[src/rtl/noc_ni_packetizer.sv]
// ---------------------------------------------------------------------------
// noc_ni_packetizer
//
// Transmit side of a network interface. Converts a core-side message
// (destination YX address + length descriptor, followed by payload words)
// into a NoC packet. The packet is a head flit, then body flits, with the
// last one marked as the tail. It drives the router's local input port
// through a fully registered valid/ready output stage.
//
// Ports:
//   clk_i          clock
//   rst_n_i        asynchronous active-low reset
//   router_addr_i  this node's YX address (source field of the head flit)
//   msg_valid_i    message descriptor valid
//   msg_ready_o    message descriptor accepted
//   msg_dest_i     destination YX address, [7:4]=X, [3:0]=Y
//   msg_len_i      number of payload words (0..255)
//   data_valid_i   payload word valid
//   data_ready_o   payload word accepted
//   data_i         payload word
//   flit_valid_o   output flit valid
//   flit_ready_i   router local port can accept a flit
//   flit_o         {type[1:0], data}; 01 head, 00 body, 10 tail, 11 head+tail
//   busy_o         packet body in progress
//   len_err_o      one-cycle pulse: descriptor length exceeded MAX_LEN
// ---------------------------------------------------------------------------
module noc_ni_packetizer #(
    parameter int DATA_W  = 32,
    parameter int MAX_LEN = 255
) (
    input  logic              clk_i,
    input  logic              rst_n_i,
    input  logic [7:0]        router_addr_i,
    input  logic              msg_valid_i,
    output logic              msg_ready_o,
    input  logic [7:0]        msg_dest_i,
    input  logic [7:0]        msg_len_i,
    input  logic              data_valid_i,
    output logic              data_ready_o,
    input  logic [DATA_W-1:0] data_i,
    output logic              flit_valid_o,
    input  logic              flit_ready_i,
    output logic [DATA_W+1:0] flit_o,
    output logic              busy_o,
    output logic              len_err_o
);

    localparam logic [0:0] STATE_IDLE = 1'b0;
    localparam logic [0:0] STATE_BODY = 1'b1;

    localparam logic [1:0] TYPE_BODY      = 2'b00;
    localparam logic [1:0] TYPE_HEAD      = 2'b01;
    localparam logic [1:0] TYPE_TAIL      = 2'b10;
    localparam logic [1:0] TYPE_HEAD_TAIL = 2'b11;

    localparam logic [7:0] MAX_LEN_B = 8'(MAX_LEN);

    logic [0:0]        state_q, state_d;
    logic [7:0]        seq_q, seq_d;
    logic [7:0]        rem_q, rem_d;
    logic              flit_valid_q, flit_valid_d;
    logic [DATA_W+1:0] flit_q, flit_d;
    logic              len_err_q, len_err_d;

    logic              can_load;
    logic              msg_fire;
    logic              data_fire;
    logic              len_over;
    logic [7:0]        len_eff;
    logic [DATA_W-1:0] head_data;

    // The output register may take a new flit whenever it is empty or is
    // being drained in this same cycle.
    assign can_load = !flit_valid_q || flit_ready_i;

    // Readies are forced low during reset so no handshake can be counted
    // by the core while the packetizer is being cleared.
    assign msg_ready_o  = rst_n_i && (state_q == STATE_IDLE) && can_load;
    assign data_ready_o = rst_n_i && (state_q == STATE_BODY) && can_load;

    assign msg_fire  = msg_valid_i  && msg_ready_o;
    assign data_fire = data_valid_i && data_ready_o;

    // Over-long messages are clipped: the head advertises MAX_LEN and only
    // that many payload words are consumed.
    assign len_over = (msg_len_i > MAX_LEN_B);
    assign len_eff  = len_over ? MAX_LEN_B : msg_len_i;

    always_comb begin
        head_data       = '0;
        head_data[31:0] = {seq_q, len_eff, router_addr_i, msg_dest_i};
    end

    always_comb begin
        state_d      = state_q;
        seq_d        = seq_q;
        rem_d        = rem_q;
        flit_valid_d = flit_valid_q;
        flit_d       = flit_q;
        len_err_d    = 1'b0;

        // Drain: the register empties unless a new flit replaces it below.
        if (flit_valid_q && flit_ready_i) begin
            flit_valid_d = 1'b0;
        end

        if (msg_fire) begin
            flit_valid_d = 1'b1;
            seq_d        = seq_q + 8'd1;
            len_err_d    = len_over;
            if (msg_len_i == 8'd0) begin
                flit_d = {TYPE_HEAD_TAIL, head_data};
            end else begin
                flit_d  = {TYPE_HEAD, head_data};
                rem_d   = len_eff;
                state_d = STATE_BODY;
            end
        end else if (data_fire) begin
            flit_valid_d = 1'b1;
            rem_d        = rem_q - 8'd1;
            if (rem_q == 8'd1) begin
                flit_d  = {TYPE_TAIL, data_i};
                state_d = STATE_IDLE;
            end else begin
                flit_d = {TYPE_BODY, data_i};
            end
        end
    end

    always_ff @(posedge clk_i or negedge rst_n_i) begin
        if (!rst_n_i) begin
            state_q      <= STATE_IDLE;
            seq_q        <= 8'd0;
            rem_q        <= 8'd0;
            flit_valid_q <= 1'b0;
            flit_q       <= '0;
            len_err_q    <= 1'b0;
        end else begin
            state_q      <= state_d;
            seq_q        <= seq_d;
            rem_q        <= rem_d;
            flit_valid_q <= flit_valid_d;
            flit_q       <= flit_d;
            len_err_q    <= len_err_d;
        end
    end

    assign flit_valid_o = flit_valid_q;
    assign flit_o       = flit_q;
    assign busy_o       = (state_q == STATE_BODY);
    assign len_err_o    = len_err_q;

endmodule

[config.mk]
export PLATFORM = sky130hd
export DESIGN_NAME = noc_ni_packetizer
export DESIGN_NICKNAME = d
export VERILOG_FILES = /design/src/rtl/noc_ni_packetizer.sv
export SDC_FILE = /design/constraint.sdc
export NUM_CORES = 1
export LEC_CHECK = 0
export BUFFER_PORTS_ARGS = -buffer_cell sky130_fd_sc_hd__buf_2
export CAP_MARGIN = 40
export CORE_MARGIN = 4
export CORE_UTILIZATION = 48
export CTS_CLUSTER_SIZE = 20
export DETAILED_ROUTE_END_ITERATION = 12
export MAX_ROUTING_LAYER = met4
export PLACE_DENSITY = 0.81
export SLEW_MARGIN = 20
export SYNTH_ARGS = -nofsm -noshare
export SYNTH_HDL_FRONTEND = slang
export SYNTH_SLANG_ARGS = --single-unit
[constraint.sdc]
create_clock -name clk_i -period 2.2 [get_ports clk_i]
set_clock_uncertainty 0.2 [all_clocks]
set_input_delay 0.22 -clock clk_i [delete_from_list [all_inputs] [get_ports clk_i]]
set_output_delay 0.22 -clock clk_i [all_outputs]
set_load 0.005 [all_outputs]
==> results of run 1 <==
## per-layer routing
layer,wire length (µm),track usage [%],part of all wire (%),vias to the layer above
met4,55,5.41,0.87,0
met1,2710,27.3,43,1057
met3,454,4.85,7.2,6
met5,0,-,0,-
met2,3130,35.8,49,96
li1,-,-,-,1125
## state kept, by name (all words and copies together) (netlist names)
signal        flops
busy_o            1
flit_o           34
flit_valid_o      1
rem_q             8
seq_q             8
## report_power, final
| part | switching [W] | total [W] | internal, W |
|---|---|---|---|
| registers | 0.000287 | 0.00165 | 0.00136 |
| clock network | 0.000305 | 0.000556 | 0.000252 |
| logic | 0.000646 | 0.00127 | 0.000620 |
| total | 0.00124 | 0.00347 | 0.00223 |
## worst max path at each step
stage,startpoint,endpoint,slack (ps),cells past startpoint
floorplan,busy_o,rem_q[0],460,6
global placement,busy_o,rem_q[7],410,6
detailed placement,busy_o,rem_q[7],340,6
CTS,msg_len_i[2],rem_q[0],130,7
global route,rst_n_i,rem_q[2],30,7
finish,msg_len_i[2],rem_q[0],130,7
## critical path: cells and delay by family
| kind | cells | cell delay [ps] |
|---|---|---|
| AND/OR/NAND/NOR | 3 | 850 |
| AO/OA/AOI/OAI | 2 | 310 |
| buffers and inverters | 2 | 660 |
## logic make-up (layout without fill, tap and decap cells)
group	after synthesis	after routing	share of synthesized area, %
AO/OA/AOI/OAI	62	62	15.7
adder cells (fa/ha/maj)	3	3	1.51
other	1	1	0.151
flip-flops	52	52	52.4
multiplexers	18	18	7.26
XOR/XNOR	7	7	2.47
AND/OR/NAND/NOR	86	86	15.8
buffers and inverters	24	146	4.74
## cell usage in the layout, fill, tap and decap left out, types with 6 or more instances in the layout
master,n
a21oi_1,6
a222oi_1,6
a31oi_1,7
buf_2,98
buf_4,7
clkbuf_8,6
dfrtp_1,52
dlygate4sd3_1,25
inv_1,8
mux2i_1,18
nand2_1,45
nor2_1,16
o21ai_0,29
xnor2_1,7
## stage by stage
stage,hold WS [ps],std cells,util [%],instance area (µm²),power (W)
CTS,0.570,442,69.0,3370,0.00349
detailed placement,-105,409,61.9,3020,0.00289
finish,7.59,442,69.0,3370,0.00347
global route,16.0,442,69.0,3370,0.00378
global placement,-106,409,61.9,3020,0.00284
floorplan,-276,253,-,2480,0.00233
## final cells by class
class,count,area [µm²]
tap,67,83.8
timing repair buffer,130,793
clock buffer,6,82.6
sequential,52,1300
fill,403,1510
inverter,8,30.0
multi-input combinational,177,1060
clock inverter,2,10.0
==> flow_summary.json, run 1 <==
{
  "initial_utilization_pct": 50.9,
  "setup_ws_ps": 134,
  "clockRootBuffer": "clkbuf_8",
  "end_kind": "flip-flop",
  "synth_top_cell_area_share_pct": 52.4,
  "worstPathMaxFanout": 16,
  "routed_wl_um": 6350,
  "synth_top_cell_by_area": "dfrtp_1",
  "dr.pass1.iters": 4,
  "wl_per_cell_um": 14.4,
  "synth_enable_flop_cells": 0,
  "drc": 0,
  "die_area_um2": 6390,
  "htree_num_levels": 2,
  "antenna_left": 0,
  "dpl.hpwl_um": 4260,
  "r2r-end": "rem_q[2]",
  "post_cts_resized": 0,
  "setup_viol": 0,
  "slowest_delay_ps": 530,
  "slew_headroom_pct": 61.5,
  "antenna_found_initial": 0,
  "cts_buffers": 5,
  "syn_area_um2": 2480,
  "routabilityCongestion": 0.822,
  "clock-sinks": 52,
  "min-delay-start": "msg_dest_i[1]",
  "syn_avg_cell_area_um2": 9.81,
  "slew_violations": 0,
  "critPathArrivalTime_ps": 2050,
  "fp.dieH_um": 79.9,
  "min_path_cells": 3,
  "vias": 2284,
  "clock_latency_ps": 300,
  "pin_count": 100,
  "timing.fmax_mhz": 484,
  "clkSlewWorstSetupHoldPaths_ps": 90,
  "postSynth.asyncResetShare_pct": 100,
  "hold_violations": 0,
  "cts_hold_buf": 25,
  "yosysWarningCount": 0,
  "p_per_area_nw_per_um2": 1030,
  "cp_slowest_cell": "or4_1",
  "cp_cell_sequence": "dlygate4sd3_1, buf_2, or4_1, nor2_2, a21o_4, or3_1, o21ai_0",
  "rows": 25,
  "syn_nets": 317,
  "rsz0062_at_grt": "false",
  "area_delta_synth_final_pct": 35.6,
  "synthFlopType": "dfrtp_1",
  "cp_data_required_time_ps": 2180,
  "diodes": 0,
  "whs_endpoint": "flit_o[1]",
  "die_w_um": 79.9,
  "status": "finished, final reports clean",
  "yosysMostFrequentCell": "dfrtp_1",
  "pre_cts_ws_ps": 337,
  "io_buffers": 98,
  "ys_types": 38,
  "synth_seq_cells": 52,
  "hp-class": "input port to flip-flop",
  "post_cts_buffers": 0,
  "fin_crit_ps": 2070,
  "worstMarginPinSlew_ps": 577,
  "p_leak_nw": 1.69,
  "ff2ff_path_depth": 6,
  "grt_max_degree": 47,
  "gr-usage-all-layers_pct": 21.7,
  "synth_cells": 253,
  "clock_path_buffers": 2,
  "worstReg2RegStart": "busy_o",
  "maxCapViolations": 0,
  "ys_top_cells_by_area": "dfrtp_1 (52%), mux2i_1 (7.3%), nand2_1 (6.8%), o21ai_0 (5.8%), xnor2_1 (2.5%)",
  "drive_above_1_share_pct": 31.2,
  "cts_tree": "done",
  "fin_nets": 438,
  "critPathLaunchType": "input port",
  "drt-vias-per-instance": 5.17,
  "ir_worst_vdd_mv": 0.474,
  "grt_pass1_vias": 2341,
  "drtIter0Drc": 141,
  "tns_ps": 0,
  "yosysSeqAreaShare_pct": 52.4,
  "rrSetupSlack_ps": 300,
  "grt_first_pass_wirelength_um": 10600,
  "synth_common_cells": "dfrtp_1 (52), nand2_1 (45), o21ai_0 (29)",
  "core_um2": 4880,
  "critPathKind": "input port to flip-flop",
  "overflow": 0,
  "post-route-period-util_pct": 93.9
}
Note: power is estimated with default switching activity, not from simulation.
==> inputs of run 2 (changes only) <==
--- a/config.mk
+++ b/config.mk
@@ -11,6 +11,7 @@
 export CORE_UTILIZATION = 48
 export CTS_CLUSTER_SIZE = 20
 export DETAILED_ROUTE_END_ITERATION = 12
+export GPL_TIMING_DRIVEN = 0
 export MAX_ROUTING_LAYER = met4
 export PLACE_DENSITY = 0.81
 export SLEW_MARGIN = 20
==> run 2 against run 1 <==
The run now ends with hold timing left. Wire length is 4.0% higher. Critical path depth is 1 higher. Hold slack worse by 260 ps. Largest cell class unchanged.
==> flow_summary.json, run 2 (synthesis results as in run 1) <==
{
  "setup_viol": 0,
  "p_leak_nw": 1.71,
  "htree_num_levels": 2,
  "antenna_found_initial": 0,
  "initial_utilization_pct": 50.9,
  "worstReg2RegStart": "busy_o",
  "timing.fmax_mhz": 481,
  "dpl.hpwl_um": 4480,
  "fp.dieH_um": 79.9,
  "dr.pass1.iters": 5,
  "pre_cts_ws_ps": -17.8,
  "layout_common_cells": "buf_2 (104), dfrtp_1 (52), nand2_1 (45)",
  "grt_first_pass_wirelength_um": 11000,
  "routabilityCongestion": 0.883,
  "drc": 0,
  "dp_cells": 418,
  "critPathLaunchType": "input port",
  "hold_violations": 52,
  "placed_cell_area_um2": 3060,
  "maxCapViolations": 0,
  "area_delta_synth_final_pct": 37.4,
  "post_cts_resized": 0,
  "post-route-period-util_pct": 94.6,
  "drtIter0Drc": 140,
  "drive_above_1_share_pct": 31.3,
  "wl_per_cell_um": 14.7,
  "routed_wl_um": 6600,
  "antenna_left": 0,
  "cts_tree": "done",
  "worstMarginPinSlew_ps": 705,
  "die_area_um2": 6390,
  "crit_start": "msg_len_i[1]",
  "clock_path_buffers": 2,
  "seqCellArea_um2": 1300,
  "ff2ff_path_depth": 7,
  "layout.cells.non_filler": 450,
  "clkSlewWorstSetupHoldPaths_ps": 100,
  "end_kind": "flip-flop",
  "hp-class": "input port to async pin",
  "largest_reg_flops": 34,
  "fin_nets": 446,
  "ir_worst_vdd_mv": 0.575,
  "setup_ws_ps": 119,
  "multi_input_area_um2": 1060,
  "nFillCells": 377,
  "slew_violations": 0,
  "critPathKind": "input port to flip-flop",
  "fin_crit_ps": 2080,
  "cp_data_required_time_ps": 2230,
  "rsz0062_at_grt": "false",
  "vias": 2407,
  "worstPathMaxFanout": 10,
  "die_w_um": 79.9,
  "drt-vias-per-instance": 5.35,
  "diodes": 0,
  "overflow": 0,
  "post_cts_buffers": 0,
  "violations": "hold timing",
  "grt_pass1_vias": 2424,
  "clockRootBuffer": "clkbuf_8",
  "status": "finished with violations",
  "critPathArrivalTime_ps": 2110,
  "gr-usage-all-layers_pct": 22.4,
  "core_um2": 4880,
  "hold-worst-slack_ps": -253,
  "finalInstanceArea_um2": 3410,
  "finalPower_w": 0.00360,
  "cts_hold_buf": 24,
  "clock_latency_ps": 310,
  "grt_max_degree": 59,
  "rows": 25,
  "final_common_cell": "buf_2",
  "p_per_area_nw_per_um2": 1060,
  "pin_count": 100,
  "io_buffers": 98,
  "cts_buffers": 5,
  "clock-sinks": 52,
  "slew_headroom_pct": 53.0
}
==> run 2: cell types whose count changed in the layout (fill, tap and decap cells not counted) <==
cell,previous run,this run
and3_1,4,5
and3_2,1,0
buf_1,0,1
buf_2,98,104
buf_4,7,4
buf_6,0,1
bufinv_16,0,1
clkbuf_1,0,4
clkbuf_8,6,5
clkinv_2,2,1
clkinvlp_4,0,1
dlygate4sd3_1,25,24
==> run 2: report_power, final <==
group	internal, W	total (W)	switching [W]
Clock	0.000337	0.000659	0.000322
Sequential	0.00136	0.00165	0.000292
Combinational	0.000629	0.00129	0.000661
==> run 2: cell type report <==
class | count | share of cell area [%]
Clock buffer | 5 | 2.02
Sequential cell | 52 | 38.2
Clock inverter | 3 | 1.25
Buffer | 16 | 2.57
Timing Repair Buffer | 122 | 21.5
Multi-Input combinational cell | 177 | 31.2
Tap cell | 67 | 2.46
Inverter | 8 | 0.880
==> run 2: worst paths after layout <==
kind / endpoint / slack [ps]
worst max-delay path: busy_o / 120
worst min-delay path: flit_o[13] / -250
worst max register to register: busy_o / 190
worst min register to register: seq_q[7] / 280
max in group asynchronous: flit_o[21] / 1580
min in group clk_i: flit_o[5] / 0
==> run 2: stage by stage <==
step	setup TNS (ps)	utilization, %	hold slack (ps)
global placement	-16290	62.6	232
global route	0	69.9	-192
detailed placement	-17.8	62.7	108
CTS	0	69.9	-235
floorplan	0	-	-276
finish	0	69.9	-253
==> run 2: per-layer routing <==
metal / GRT usage [%] / part of all wire [%] / vias to the layer above
li1: - / - / 1147
met1: 26.7 / 42 / 1136
met2: 38.1 / 50 / 113
met3: 4.63 / 7.4 / 11
met4: 6.76 / 1.2 / 0
met5: - / 0 / -
==> run 2: critical path, cell delays in order <==
cell	delay [ps]
dlygate4sd3_1	530
buf_2	140
or4_1	520
nor2_2	210
a21o_4	190
buf_6	140
o21ai_1	70
o21ai_0	90
